$ cat config.mk
export PLATFORM = sky130hd
export DESIGN_NAME = vec_cache_diag_wr_sched
export DESIGN_NICKNAME = d
export VERILOG_FILES = /design/src/rtl/vec_cache_diag_wr_sched.sv
export SDC_FILE = /design/constraint.sdc
export NUM_CORES = 1
export LEC_CHECK = 0
export ABC_AREA = 1
export CAP_MARGIN = 0
export CORE_AREA = 2 2 312 314
export DETAILED_ROUTE_END_ITERATION = 10
export DIE_AREA = 0 0 314 316
export GPL_TIMING_DRIVEN = 0
export PLACE_DENSITY_LB_ADDON = 0.12
export SYNTH_ARGS = -nofsm -noshare
export SYNTH_HDL_FRONTEND = slang
export SYNTH_SLANG_ARGS = --single-unit
$ cat constraint.sdc
create_clock -name clk -period 4 [get_ports clk]
set_clock_uncertainty 0.1 [all_clocks]
set_input_delay 0.8 -clock clk [delete_from_list [all_inputs] [get_ports clk]]
set_output_delay 0.8 -clock clk [all_outputs]
set_load 0.02 [all_outputs]
$ cat src/rtl/vec_cache_diag_wr_sched.sv
// Per-channel write-injection scheduler: round-robin grant among west/north/south writers, then
// locks the east lane until the winner's cmd and full data burst have been forwarded.
module vec_cache_diag_wr_sched #(
   parameter int unsigned CMD_W  = 64,
   parameter int unsigned DATA_W = 128,
   parameter int unsigned BEAT_W = 3
) (
   input  logic                   clk,
   input  logic                   rst_n,
   input  logic [2:0]             req_vld,
   output logic [2:0]             req_rdy,
   input  logic [2:0][CMD_W-1:0]  req_cmd,
   input  logic [2:0][BEAT_W-1:0] req_beats,
   input  logic [2:0]             dat_vld,
   output logic [2:0]             dat_rdy,
   input  logic [2:0][DATA_W-1:0] dat_pld,
   input  logic                   rd_busy,
   output logic                   out_cmd_vld,
   output logic [CMD_W-1:0]       out_cmd_pld,
   output logic                   out_dat_vld,
   output logic [DATA_W-1:0]      out_dat_pld,
   output logic [1:0]             out_dir,
   output logic                   busy
);

   typedef enum logic {StIdle, StData} state_e;

   state_e            state_q, state_d;
   logic [1:0]        ptr_q, ptr_d;
   logic [BEAT_W-1:0] cnt_q, cnt_d;
   logic [2:0]        owner_q, owner_d;
   logic              cmd_vld_q, cmd_vld_d;
   logic [CMD_W-1:0]  cmd_pld_q, cmd_pld_d;
   logic              dat_vld_q, dat_vld_d;
   logic [DATA_W-1:0] dat_pld_q, dat_pld_d;
   logic [1:0]        dir_q, dir_d;

   logic [1:0]        win_idx;
   logic [1:0]        rr_idx;
   logic [2:0]        win_oh;
   logic              grant;
   logic              beat_acc;
   logic [DATA_W-1:0] sel_dat;

   function automatic logic [1:0] dir_code(input logic [1:0] src);
      logic [1:0] code;
      unique case (src)
         2'd0:    code = 2'b00;
         2'd1:    code = 2'b11;
         2'd2:    code = 2'b10;
         default: code = 2'b00;
      endcase
      return code;
   endfunction

   // Scan from the lowest priority upward so the source at ptr_q wins last (highest priority).
   always_comb begin
      win_idx = '0;
      rr_idx  = '0;
      for (int k = 2; k >= 0; k--) begin
         rr_idx = 2'((32'(ptr_q) + 32'(k)) % 32'd3);
         if (req_vld[rr_idx]) begin
            win_idx = rr_idx;
         end
      end
      win_oh = 3'b001 << win_idx;
   end

   // Reset gates the grant so nothing is handshaken while the block is held in reset.
   assign grant   = (state_q == StIdle) && !rd_busy && (|req_vld) && rst_n;
   assign req_rdy = grant ? win_oh : 3'b000;
   assign dat_rdy = (state_q == StData) ? owner_q : 3'b000;
   assign beat_acc = (state_q == StData) && (|(dat_vld & owner_q));

   always_comb begin
      sel_dat = '0;
      for (int i = 0; i < 3; i++) begin
         if (owner_q[i]) begin
            sel_dat = dat_pld[i];
         end
      end
   end

   always_comb begin
      state_d   = state_q;
      ptr_d     = ptr_q;
      cnt_d     = cnt_q;
      owner_d   = owner_q;
      cmd_vld_d = 1'b0;
      cmd_pld_d = cmd_pld_q;
      dat_vld_d = 1'b0;
      dat_pld_d = dat_pld_q;
      dir_d     = dir_q;
      unique case (state_q)
         StIdle: begin
            if (grant) begin
               state_d   = StData;
               ptr_d     = (win_idx == 2'd2) ? 2'd0 : 2'(win_idx + 2'd1);
               cnt_d     = req_beats[win_idx];
               owner_d   = win_oh;
               cmd_vld_d = 1'b1;
               cmd_pld_d = req_cmd[win_idx];
               dir_d     = dir_code(win_idx);
            end
         end
         StData: begin
            if (beat_acc) begin
               dat_vld_d = 1'b1;
               dat_pld_d = sel_dat;
               if (cnt_q == '0) begin
                  state_d = StIdle;
               end else begin
                  cnt_d = cnt_q - 1'b1;
               end
            end
         end
         default: state_d = StIdle;
      endcase
   end

   always_ff @(posedge clk or negedge rst_n) begin
      if (!rst_n) begin
         state_q   <= StIdle;
         ptr_q     <= '0;
         cnt_q     <= '0;
         owner_q   <= '0;
         cmd_vld_q <= 1'b0;
         cmd_pld_q <= '0;
         dat_vld_q <= 1'b0;
         dat_pld_q <= '0;
         dir_q     <= '0;
      end else begin
         state_q   <= state_d;
         ptr_q     <= ptr_d;
         cnt_q     <= cnt_d;
         owner_q   <= owner_d;
         cmd_vld_q <= cmd_vld_d;
         cmd_pld_q <= cmd_pld_d;
         dat_vld_q <= dat_vld_d;
         dat_pld_q <= dat_pld_d;
         dir_q     <= dir_d;
      end
   end

   assign out_cmd_vld = cmd_vld_q;
   assign out_cmd_pld = cmd_pld_q;
   assign out_dat_vld = dat_vld_q;
   assign out_dat_pld = dat_pld_q;
   assign out_dir     = dir_q;
   assign busy        = (state_q == StData);

   a_req_rdy_onehot: assert property (@(posedge clk) disable iff (!rst_n) $onehot0(req_rdy));
   a_dat_rdy_onehot: assert property (@(posedge clk) disable iff (!rst_n) $onehot0(dat_rdy));
   a_no_cmd_dat_overlap: assert property (@(posedge clk) disable iff (!rst_n)
      !(out_cmd_vld && out_dat_vld));

endmodule
Yosys cells after proc, flatten, opt, wreduce, memory -nomap -nowiden. Index checks and enable logic that the tools add are counted.

Bits in read-only memories: 0. Memories: 0. Logic and storage cells: 70. Input port bits: 594. Latch bits: 0. Bits in writable memories: 0. Register bits: 205.

Bitwise logic cells: 2. Reductions and logical operators: 11. Order comparisons: 4. Muxes and demuxes: 31. Shifts and indexed selects: 1. Multiply operators: 0. Divide/modulo/power cells: 3. $add $sub $neg: 4. Equal/unequal tests: 5.

Operators with widths (count): $mux 128 (3); $bmux 64 s2 (1); $mod 32x2->32 const B (2); $mux 64 (1); $mod 2x2->32 const B (1); $mux 3 (6); $lt 2x3->1 const B (4); $mux 1 (9); $mux 2 (4); $bmux 1 s2 (3); $bmux 3 s2 (1); $pmux 3 s2 (1); $reduce_or 3->1 (2); $logic_and 1x1->1 (4); $ne 2x2->1 const B (2); $pmux 2 s2 (1); $reduce_and 2->1 (2); $add 2x1->3 const B (1); $add 2x2->3 const B (1); $and 3x3->3 (1); $logic_not 3->1 (1); $reduce_and 3->1 (1); $shl 1x2->3 const A (1); $sub 3x1->3 const B (1); 7 further kinds (7).

Longest topological paths before layout.
Depth after elaboration: 11. Depth in mapped cells: 18. Gate-level depth less buffers: 14.

Least setup slack after synthesis. OpenSTA, ideal clock, no wires.

Path kind: register to output. Start point: register ptr_q[0]. End point: output port req_rdy[1]. Stages on the path, launching flop included: 17. Data arrival time: 2619 ps. Setup slack: 481 ps. Path through: dfrtp_1 -> clkbuf_1 -> clkbuf_1 -> clkbuf_1 -> inv_1 -> ha_1 -> inv_1 -> nand2_1 -> nand3_1 -> nand3_1 -> nand2_1 -> nand3_1 -> nand2_1 -> buf_2 -> ha_1 -> inv_1 -> nor2_1.

Cells in the longest elaborated chain, start to end: 9.

RTL lines: start: declaration (line 29) `logic [1:0] ptr_q, ptr_d;`; start signal: assignment (line 134) `ptr_q <= ptr_d;`; $add 2x2->3 (line 61) `rr_idx = 2'((32'(ptr_q) + 32'(k)) % 32'd3);`; $mod 32x2->32 (line 61); $bmux 1 s2 (line 62) `if (req_vld[rr_idx]) begin`; $mux 1 (not written as such) (line 62); $mux 2 (2 in series) (line 62); $mux 2 * (line 62); $shl 1x2->3 * (line 66) `win_oh = 3'b001 << win_idx;`; via win_oh[1] (line 40) `logic [2:0] win_oh;`; $mux 3 * (line 71) `assign req_rdy = grant ? win_oh : 3'b000;`; end: declaration (line 11) `output logic [2:0] req_rdy,`.

Mark *: on every way through the listed nets, which the timed path passes. The rest lies on a longest branch. The select of a mux whose other input is x is not followed.

Final worst setup path.
Start point: register ptr_q[0]. End point: output port req_rdy[0].

Cells in the longest elaborated chain, start to end: 9.

RTL lines (line): $add 2x2->3 (61); $mod 32x2->32 (61); $bmux 1 s2 (62); $mux 1 (not written as such) (62); $mux 2 (2 in series) (62); $mux 2 * (62); $shl 1x2->3 * (66); $mux 3 * (71).

Mark *: on every way between the ends. The rest lies on a longest branch, timed or not. The select of a mux whose other input is x is not followed.

==> impl_summary.md <==
Timing
The final total negative setup slack is 0 ns. The transition time of the tightest slew-check pin is 1.24 ns. The shortest clock period the worst path allows after layout is between 3 and 4 ns.

Headroom to the max-slew limit came out at about 17%. Setup repair after global routing could not meet its margin everywhere. The final clock period utilization by the worst path is between 90% and 100%.

The maximum operating frequency is between 0.2 and 0.3 GHz. The final-report max-slew violation count is 0. The number of hold violations in the final report is 0. The final setup violation count is 0.

Critical path
The critical path class is reg2out. The required time at the endpoint of the critical path is 3.10 ns. The kind of end point of the critical path is an output port.

The critical path's largest stage delay is 0.39 ns. In this run the worst path has a maximum fanout of 10. The slowest cell on the critical path is dfrtp_1.

STA classifies the critical path startpoint as a flip-flop. Walking the worst path, the cells encountered are clkbuf_8 -> clkbuf_16 -> inv_1 -> ha_4 -> inv_1 -> nand3_1 -> nand2_4 -> inv_2 -> nand2_2 -> clkbuf_4 -> nand2_1 -> nor2_1 -> clkdlybuf4s15_1. STA puts the critical path data arrival time at a little under 3 ns.

The most repeated library cell on the critical path is inv_1.

Synthesis
In this run the biggest area consumer among cell types represents 41.7% of the synthesized area. For this run, the number of Yosys warnings is 0. Summing the sequential cell areas from Yosys gives 41.7% of the chip area. The number of storage elements in the synthesis netlist is 202. Counting every instance in the synthesized netlist gives between 1500 and 2000. The leading area contributor after synthesis is dfrtp_1.

After synthesis, the netlist uses 22 different library cells. Dividing the synthesized area by the synthesized cell count gives ~7.5 um^2. When the netlist entered floorplanning its net count stood at 2219. By area the synthesized netlist is led by dfrtp_1, nand3_1, nand2_1, o2bb2ai_1, a21oi_1. In this run the cell area of the synthesized design comes to around 12000 um^2.

Clock tree
The clock passes through at most 3 buffers. Clock tree synthesis selected as its root buffer the cell clkbuf_16. Clock-pin slew was measured on the worst setup and hold paths at 0.06 ns. The clock tree from TritonCTS is built.

Clock latency on the worst-skew pair, taken at its later pin, is between 0.5 and 0.6 ns. The clock drives just over 200 sinks. The H-tree depth reported by CTS is 1. Clock tree synthesis inserted a total of 29 buffers.

Detailed routing
In the routed layout, each cell is associated on average with a via count of 4.08. The final route contains between 15000 and 20000 vias. After detailed routing, the met2 layer carries between 30 and 40 mm of wire. The detailed router put a total of 31.3 mm of wire on met1.

The met3 wire length is 7.72 mm. The total wire length is 80.7 mm. In this run, the number of DRC markers left after iteration 0 of detailed routing was between 700 and 800. The number of detailed-route iterations in the first pass is 5. The post-detailed-route DRC marker count is 0.

The uppermost layer routed is met5. The routed wire length per instance is approximately 22 um. The count of antenna-violating nets left after detailed routing is 0.

Layout
The total number of nets in the final design is between 3000 and 4000. The fraction of final layout cells with drive strength greater than 1 is under 10%. Measured on the finished design, the core utilization comes to about a quarter.

The area occupied by multi-input gates is 6080 um^2. The area growth from synthesis to layout is 89.5%. After filler insertion, the fill cell instance count of the layout stands at 10585. The area of all sequential standard cells is 5060 um^2.

Placed design
The number of port buffers is 796. The final HPWL from detailed placement is 65.9 mm. At the end of routability-driven placement, the weighted congestion stood at 0.931.

Die
The row count is 114. The core region is about 96000 um^2. The floorplan step defined a die boundary enclosing 99200 um^2.

The chip width is 314 um. around 800 I/O pins were placed. The starting utilization of the core area is 12.6%. The floorplan step set the die height to 316 um.

Global route
The first global-routing pass estimated between 100 and 150 mm of wire. The via count of the first global-routing pass is 16295. The pin count of the biggest net entering global routing is 95. The initial antenna violation count came to 19. The overflow left after global routing is 0.

The overall fraction of global-route tracks in use is 15.4%.

Status
The flow ran to the end, and the final reports show no timing, DRC or antenna violations.

Power and ir drop
The largest voltage drop on the vdd net is 448 uV. In this run the power density over the cells is just over 800 nW/um^2. Summed over all cells, the static leakage comes to a little over 9 nW.

Job
Across the run, the number of max-cap violations was 0.

Worst hold path
The path class of the tightest hold or removal check is in2async.
routing by layer:
metal | up-vias | global-route usage, %
li1 | 7233 | -
met1 | 7310 | 17.2
met2 | 655 | 27.8
met3 | 96 | 5.74
met4 | 24 | 3.47
met5 | - | 0
worst max-delay path: cells and delay by family, from the launching register on:
family	cells	cell delay (ns)
buf+inv	7	1.18
fa+ha+maj	1	0.18
flops	1	0.39
simple gates	5	0.60
area by class of cell:
cell class                 instances  area share [%]
antenna                            4          0.0436
multi-input combinational       1145            26.4
timing repair buffer             807            35.2
clock inverter                     6           0.474
buffer                           146            3.01
tap                             1276            6.95
clock buffer                      46            3.83
sequential                       202            22.0
inverter                         122            2.02
flip-flops by register name (all words and copies together) (netlist names):
name,flops
out_cmd_pld,64
ptr_q,1
out_dat_pld,128
out_dat_vld,1
out_cmd_vld,1
cnt_q,3
busy,1
owner_q,1
out_dir,2
cell usage in the layout (no fill, tap or decap), types with 3 or more instances in the layout:
cell type,n
nand2_4,3
o21ai_0,131
o2bb2ai_1,128
clkdlybuf4s50_1,792
o21ai_1,3
nand2_2,4
buf_2,28
nand3b_1,64
nand3_1,273
buf_1,9
buf_4,20
a21oi_1,157
nand2_1,297
bufinv_16,3
dfrtp_1,201
clkbuf_1,98
nor2_1,66
inv_2,4
clkbuf_4,3
clkbuf_8,10
buf_8,3
ha_1,5
diode_2,4
clkbuf_16,30
inv_1,116
logic make-up (layout without fill, tap and decap cells):
family | count (synthesis) | count (layout) | share of synthesized area (%)
AO/OA/AOI/OAI | 423 | 423 | 21.5
XOR/XNOR | 1 | 1 | 0.0722
adder cells (fa/ha/maj) | 7 | 7 | 0.722
buffers and inverters | 271 | 1127 | 9.05
flip-flops | 202 | 202 | 41.7
other | 0 | 4 | 0
AND/OR/NAND/NOR | 714 | 714 | 27.0
path summary, 6_finish.rpt:
path,cells past startpoint,end,slack [ns],startpoint
hold / removal,2,out_cmd_pld[17],0.10,rst_n
min in group clk,2,out_dat_pld[83],0.38,out_dat_pld[83]
setup / recovery,13,req_rdy[0],0.17,ptr_q[0]
setup reg to reg,7,out_dat_pld[115],0.72,out_dir[0]
max in group asynchronous,2,out_cmd_pld[52],2.43,rst_n
hold reg to reg,2,out_dat_pld[83],0.38,out_dat_pld[83]
what timing repair did:
item	4_1_cts	5_1_grt
setup endpoints to repair	77	5
pin swaps	1	2
hold buffers	1	0
hold endpoints to repair	16	0
gates cloned	0	0
setup buffers	7	1
resized for setup	44	16
synth_stat cells:
cell,count
nand2_1,303
nand3_1,274
dfrtp_1,202
a21oi_1,157
o21ai_0,133
o2bb2ai_1,128
inv_1,118
clkbuf_1,98
nor2_1,68
nand3b_1,64
buf_2,31
buf_4,11
buf_1,9
ha_1,7
inv_2,4
nand2_2,2
nand4_1,2
o21ai_1,2
o21bai_1,2
nor3b_1,1
o22ai_1,1
xnor2_1,1
report_power, final:
| part | internal (mW) | switching (mW) | total [mW] |
|---|---|---|---|
| logic | 4.69 | 7.56 | 12.2 |
| registers | 3.03 | 0.542 | 3.57 |
| clock network | 1.68 | 1.03 | 2.71 |
through the flow:
stage	hold WS (ns)	power [mW]	setup WS (ns)	instances	instance area [um^2]
global route	0.128	20.0	-0.00462	3751	23000
detailed placement	0.372	15.8	-2.63	3692	21800
finish	0.103	18.5	0.171	3754	23000
CTS	0.123	18.9	0.00981	3749	22900
floorplan	0.349	9.83	0.481	1618	12100
global placement	0.367	15.8	-8.10	3690	21700
Note: power is estimated with default switching activity, not from simulation.
